[src/rtl/rr_psel_gen.sv]
// Multi-grant round-robin priority selector: grants up to REQS requesters per cycle,
// scanning from a registered rotating pointer that advances only on ack.
module rr_psel_gen #(
   parameter int WIDTH = 16,
   parameter int REQS  = 2,
   parameter int IDXW  = $clog2(WIDTH)
) (
   input  logic                   clock,
   input  logic                   reset_n,
   input  logic [WIDTH-1:0]       req,
   input  logic                   rr_en,
   input  logic                   ack,
   output logic [WIDTH-1:0]       gnt,
   output logic [WIDTH*REQS-1:0]  gnt_bus,
   output logic [IDXW*REQS-1:0]   gnt_idx,
   output logic [REQS-1:0]        gnt_valid,
   output logic                   empty,
   output logic [IDXW-1:0]        ptr
);

   localparam int CW = $clog2(2*WIDTH + 1);
   localparam logic [IDXW-1:0] LAST_IDX = IDXW'(WIDTH - 1);

   logic [IDXW-1:0]    start;
   logic [WIDTH-1:0]   hi_mask;
   logic [2*WIDTH-1:0] dbl;
   logic [WIDTH-1:0]   slot_oh [REQS];
   logic [IDXW-1:0]    last_idx;

   // Lower copy holds bits at/after the start, upper copy holds the wrapped bits
   // below it, so the doubled vector lists requests in search order with no repeats.
   always_comb begin
      start = rr_en ? ptr : '0;
      for (int i = 0; i < WIDTH; i++) begin
         hi_mask[i] = (IDXW'(i) >= start);
      end
      dbl = {req & ~hi_mask, req & hi_mask};
   end

   // Slot j takes the set bit whose count of set bits below it equals j.
   always_comb begin : prefix_select
      logic [CW-1:0] running;
      running = '0;
      for (int j = 0; j < REQS; j++) begin
         slot_oh[j] = '0;
      end
      for (int k = 0; k < 2*WIDTH; k++) begin
         if (dbl[k]) begin
            for (int j = 0; j < REQS; j++) begin
               if (running == CW'(j)) begin
                  slot_oh[j][k % WIDTH] = 1'b1;
               end
            end
            running = running + CW'(1);
         end
      end
   end

   always_comb begin : drive_outputs
      logic [IDXW-1:0] idx;
      gnt       = '0;
      gnt_bus   = '0;
      gnt_idx   = '0;
      gnt_valid = '0;
      last_idx  = '0;
      for (int j = 0; j < REQS; j++) begin
         idx = '0;
         for (int i = 0; i < WIDTH; i++) begin
            if (slot_oh[j][i]) begin
               idx = IDXW'(i);
            end
         end
         if (reset_n && (|slot_oh[j])) begin
            gnt_valid[j]                = 1'b1;
            gnt_bus[j*WIDTH +: WIDTH]   = slot_oh[j];
            gnt_idx[j*IDXW +: IDXW]     = idx;
            gnt                         = gnt | slot_oh[j];
            last_idx                    = idx;
         end
      end
   end

   assign empty = ~|req;

   // Handshake: ack high at a posedge means the consumer took this cycle's grants
   // (computed from the pre-update ptr); only then does the pointer move past the
   // last granted index. There is no backpressure on req or grants.
   always_ff @(posedge clock) begin
      if (!reset_n) begin
         ptr <= '0;
      end else if (rr_en && ack && gnt_valid[0]) begin
         ptr <= (last_idx == LAST_IDX) ? '0 : last_idx + IDXW'(1);
      end
   end

endmodule

[config.mk]
export PLATFORM = sky130hd
export DESIGN_NAME = rr_psel_gen
export DESIGN_NICKNAME = d
export VERILOG_FILES = /design/src/rtl/rr_psel_gen.sv
export SDC_FILE = /design/constraint.sdc
export NUM_CORES = 1
export LEC_CHECK = 0
export BUFFER_PORTS_ARGS = -buffer_cell sky130_fd_sc_hd__buf_2
export CAP_MARGIN = 10
export CORE_ASPECT_RATIO = 0.5
export CORE_MARGIN = 3
export CORE_UTILIZATION = 35
export DETAILED_ROUTE_END_ITERATION = 10
export GPL_TIMING_DRIVEN = 1
export SLEW_MARGIN = 20
export SYNTH_ARGS = -nofsm -noshare
export SYNTH_HDL_FRONTEND = slang
export SYNTH_SLANG_ARGS = --single-unit
[constraint.sdc]
create_clock -name clock -period 87 [get_ports clock]
set_input_delay 17.4 -clock clock [delete_from_list [all_inputs] [get_ports clock]]
set_output_delay 17.4 -clock clock [all_outputs]
set_load 0.02 [all_outputs]
==> After elaboration in Yosys (flattened, before gate mapping) <==
Index checks and enable logic that the tools add are counted.
{ "op_classes": {"n_eq_ne": 32, "bitwise_logic": 4, "addsub": 31, "reduce_logical": 39, "n_lt_le_gt_ge": 16, "n_mux": 196} }
{ "op_table": {"columns": ["op", "n"], "rows": [
  ["== test 6 x 1 -> 1 bit, second input constant", 31],
  ["logical NOT 6 bit", 31],
  ["adder 6 x 1 -> 6 bit, second input constant", 30],
  ["two-way mux 6 bit", 30],
  ["two-way mux 4 bit", 33],
  ["two-way mux 1 bit", 130],
  ["two-way mux 16 bit", 3],
  ["OR reduction 16 bit", 3],
  ["bitwise AND 16 bit", 2],
  ["greater-or-equal comparator 4 bit, first input constant", 8],
  ["greater-or-equal comparator 3 x 4 -> 1 bit, first input constant", 4],
  ["inverter 16 bit", 1],
  ["bitwise OR 16 bit", 1],
  ["greater-or-equal comparator 1 x 4 -> 1 bit, first input constant", 2],
  ["greater-or-equal comparator 2 x 4 -> 1 bit, first input constant", 2],
  ["adder 4 x 1 -> 4 bit, second input constant", 1],
  ["== test 4 bit, second input constant", 1],
  ["logical AND 1 bit", 4],
  ["logical NOT 1 bit", 1]
]} }
{ "totals": {"regBits": 4, "word_cells": 319, "inputBits": 20} }

==> Longest topological paths before layout <==
{ "logic_depth": {"ltp_word": 73, "depth_mapped": 116} }

==> Worst setup path before layout <==
Ideal clock, no wire load.
{ "synth_timing": {"path_kind": "in2out", "start": "input rr_en", "end": "output gnt_idx[4]", "cell_stages": 110, "path_slack_ns": 32.812, "n_path_buf": 3, "t_required_ns": 69.600, "t_arrival_ns": 36.788, "cell_sequence": "buf_4 > buf_2 > clkbuf_1 > o31ai_1 > nand2_1 > inv_1 > ha_1 > nor2b_1 > a31o_1 > or2_2 > inv_1 > ha_1 > or3_1 > o31a_1 > inv_1 > ha_1 > nand2_1 > o21ai_0 > [... 74 more ...] > inv_1 > ha_1 > nand2_1 > o21ai_0 > ha_1 > mux2i_1 > inv_1 > ha_1 > xnor2_1 > nor3_1 > a31oi_1 > or4_1 > inv_1 > o211ai_1 > a211o_1 > and4_1 > a31oi_1 > nor2b_1"} }
{ "synth_via": {"elab_chain_len": 70, "word_cells_on_any_way": 192, "classes_between": "30 x add/sub; 16 x order compare; 31 x eq/ne; 110 x mux; 3 x bitwise; 2 x reduce/logical"} }
{ "synth_rtl": {"columns": ["element", "line", "rtl"], "rows": [
  ["start: declaration", "11", "input logic rr_en,"],
  ["two-way mux 4 bit (*)", "33", "start = rr_en ? ptr : '0;"],
  ["greater-or-equal comparator 1 x 4 -> 1 bit", "35", "hi_mask[i] = (IDXW'(i) >= start);"],
  ["bitwise AND 16 bit", "37", "dbl = {req & ~hi_mask, req & hi_mask};"],
  ["two-way mux 1 bit", "48", "if (dbl[k]) begin"],
  ["adder 6 x 1 -> 6 bit", "54", "running = running + CW'(1);"],
  ["two-way mux 6 bit", "48", null],
  ["adder 6 x 1 -> 6 bit", "54", null],
  ["two-way mux 6 bit", "48", null],
  ["[... 54 more ...]", null, null],
  ["adder 6 x 1 -> 6 bit", "54", null],
  ["two-way mux 6 bit", "48", null],
  ["== test 6 x 1 -> 1 bit", "50", "if (running == CW'(j)) begin"],
  ["two-way mux 1 bit", "50", null],
  ["two-way mux 1 bit", "48", null],
  ["OR reduction 16 bit", "73", "if (reset_n && (|slot_oh[j])) begin"],
  ["logical AND 1 bit", "73", null],
  ["two-way mux 4 bit (*)", "73", null],
  ["end: declaration", "15", "output logic [IDXW*REQS-1:0] gnt_idx,"]
]} }
Every way passes the cells marked *; elsewhere a longest branch is shown, timed or not.

==> Worst setup path in the final report <==
{ "layout_timing": {"start": "input rr_en", "end": "output gnt[6]"} }
{ "layout_via": {"elab_chain_len": 72, "word_cells_on_any_way": 275, "classes_between": "30 x add/sub; 16 x order compare; 31 x eq/ne; 159 x mux; 4 x bitwise; 35 x reduce/logical"} }
{ "layout_rtl": {"columns": ["element", "line", "rtl"], "rows": [
  ["two-way mux 4 bit (*)", "33", null],
  ["greater-or-equal comparator 1 x 4 -> 1 bit", "35", null],
  ["bitwise AND 16 bit", "37", null],
  ["two-way mux 1 bit", "48", null],
  ["adder 6 x 1 -> 6 bit", "54", null],
  ["two-way mux 6 bit", "48", null],
  ["adder 6 x 1 -> 6 bit", "54", null],
  ["two-way mux 6 bit", "48", null],
  ["[... 56 more ...]", null, null],
  ["logical NOT 6 bit", "50", null],
  ["two-way mux 1 bit", "50", null],
  ["two-way mux 1 bit", "48", null],
  ["OR reduction 16 bit", "73", null],
  ["logical AND 1 bit", "73", null],
  ["two-way mux 16 bit", "73", null],
  ["bitwise OR 16 bit", "77", "gnt = gnt | slot_oh[j];"],
  ["two-way mux 16 bit (*)", "73", null],
  ["end: declaration", "13", "output logic [WIDTH-1:0] gnt,"]
]} }
Marks and branches as above.

==> results.cfg <==
[sta]
slew_headroom = 0.354
worstMarginPinSlew_ps = 965
maxSlewViolCount = 0
rsz0062_at_grt = false
post-route-period-util = 0.657
hold_viol = 0
max_freq_mhz = 17.5
period_needed_ps = 57130
tns_ps = 0
finalSetupViolCount = 0
finClkSkew_ps = 2.79

[clock_network]
cts_tree = done
path_clk_slew_ps = 30
post_cts_resized = 0
cts.sinks = 4
htree_levels = 1
holdBufCountCts = 0
cts-buffers-inserted = 3
post-cts-setup-buffers = 0
cts.path.max_buffers = 2
cts_root_buf = clkbuf_16
clk_latency_ps = 220

[synthesis]
syn-num-nets = 1209
synthAdderAreaFrac = 0.138
avgSynthCellArea_um2 = 7.15
ys_ff_latch = 4
synthMuxAreaShare = 0.0292
synth_warnings = 0
synth_most_common_cell = nor2_1
seq_area_frac_synth = 0.0101
synth_edf_count = 0
synth.top_cells.by_count = nor2_1, nand2_1, ha_1, inv_1, xnor2_1
synth_top_family_by_area = simple AND/OR/NAND/NOR gates
yosysUniqueCellTypes = 109
synth_async_sr_flop_share = 0
syn_inst = 1103
synthSimpleGateAreaFrac = 0.321
syn_area_um2 = 7890
synth_flop_cell = dfxtp_1
ys_top_cells_by_area = ha_1, xnor2_1, nor2_1
synth_xor_area_frac = 0.187
synth_top_cell_area_share = 0.136
synth_top_cell_by_area = ha_1
synth_compound_area_frac = 0.256

[critical_path]
rr_worst_depth = 113
arrival_ps = 39730
start_kind = input pin
r2r-start = ptr[2]
critPathMaxFanout = 29
r2r_slack_ps = 63570
critical_path_class = in -> out
cp-end-kind = output port
cpMaxStageDelayCell = xnor2_1
cp.required_ps = 69600
cpPeakStageDelay_ps = 660
startpoint = rr_en
critical_path.endpoint = gnt[6]
crit_top_cell = ha_1
r2r-end = ptr[3]

[detailed_routing]
wire_per_inst_um = 19.7
drt_iter0_drc = 837
vias = 8617
detail_route.vias_per_cell = 5.90
wl_um = 28800
dr.pass1.iters = 6
drc = 0
ant_nets = 0

[global_routing]
grt_max_degree = 30
grt_remaining_overflow = 0
grt_first_pass_wirelength_um = 44900
grt_pass1_vias = 8078
antenna_found_initial = 1
grt_usage = 0.228

[placement]
hpwl_um = 24200
port_buffers = 82
gp_congestion = 0.959

[min_path]
hold_class = reg -> reg
whs_path_depth = 3

[floorplanning]
start_util = 0.360
io_pins = 83
fp.dieH_um = 112
die_w_um = 218
fp.dieArea_um2 = 24500
coreArea_um2 = 21900
rows = 38

[final_layout]
largest_reg_flops = 4
syn2layout_area_growth_pct = 9.40
drive_gt1_frac = 0.149
fin_nets = 1268
top_register = ptr
top_regs = ptr x4
antenna_cells = 0

[flow_run]
cap_violations = 0

[run_status]
status = finished clean
how the worst min path moves through the flow:
| stage | from | end | slack, ps |
|---|---|---|---|
| global route | ptr[0] | ptr[0] | 750 |
| floorplan | ptr[0] | ptr[0] | 780 |
| CTS | ptr[0] | ptr[0] | 730 |
| finish | ptr[0] | ptr[0] | 730 |
| detailed placement | ptr[0] | ptr[0] | 730 |
| global placement | ptr[2] | ptr[2] | 700 |
metal layers:
metal	vias up	wire length, um	global-route usage
met2	324	12400	0.355
met3	41	2210	0.0284
met1	4120	13600	0.335
met5	-	14	0
li1	4130	-	-
met4	2	573	0.0521
through the flow:
stage | setup WS, ps | utilization | hold slack (ps) | cells | instance area [um2]
after detailed placement | 30240 | 0.390 | 728 | 1457 | 8560
after global routing | 27910 | 0.394 | 753 | 1460 | 8630
after CTS | 30150 | 0.394 | 733 | 1460 | 8630
after floorplan | 32810 | - | 778 | 1103 | 7890
final | 29870 | 0.394 | 726 | 1460 | 8630
after global placement | 31080 | 0.390 | 701 | 1457 | 8560
critical path, delay by kind of cell:
family,cells,cell delay (ps)
xor gates and xnor gates,5,1540
AOI/OAI and AO/OA,32,7470
muxes,1,230
adders and majority gates,25,7240
and+or+nand+nor,30,4190
buffers and inverters,11,1610
layout by cell type, fill, tap and decap left out, types with 11 or more instances in the layout:
cell type	count
and3_1	35
o22ai_1	12
xnor3_1	11
nand2b_1	13
ha_1	86
o21ai_0	35
nand2_1	103
nor3_1	34
xnor2_1	67
mux2i_1	16
inv_1	69
o21a_1	11
nand4_1	17
or2_2	12
o21ai_1	12
a21oi_1	47
nor2_1	104
buf_2	82
nand3_1	50
and2_1	39
a31oi_1	19
xor2_1	22
o211ai_1	25
area by class of cell:
type                            instances  area [um2]
Timing Repair Buffer                   89         463
Sequential cell                         4        80.1
Inverter                               77         292
Clock buffer                            3        75.1
Multi-Input combinational cell        987        7350
Fill cell                            2313       13300
Tap cell                              300         375
logic make-up (layout without fill, tap and decap cells):
group | after synthesis | count (layout)
xor+xnor | 122 | 122
compound gates | 276 | 276
flops | 4 | 4
mux | 22 | 22
buf+inv | 112 | 169
simple gates | 480 | 480
fa+ha+maj | 87 | 87
Power is not shown: default switching activity piles up to over one toggle a cycle in this logic, so the estimate is an artifact.
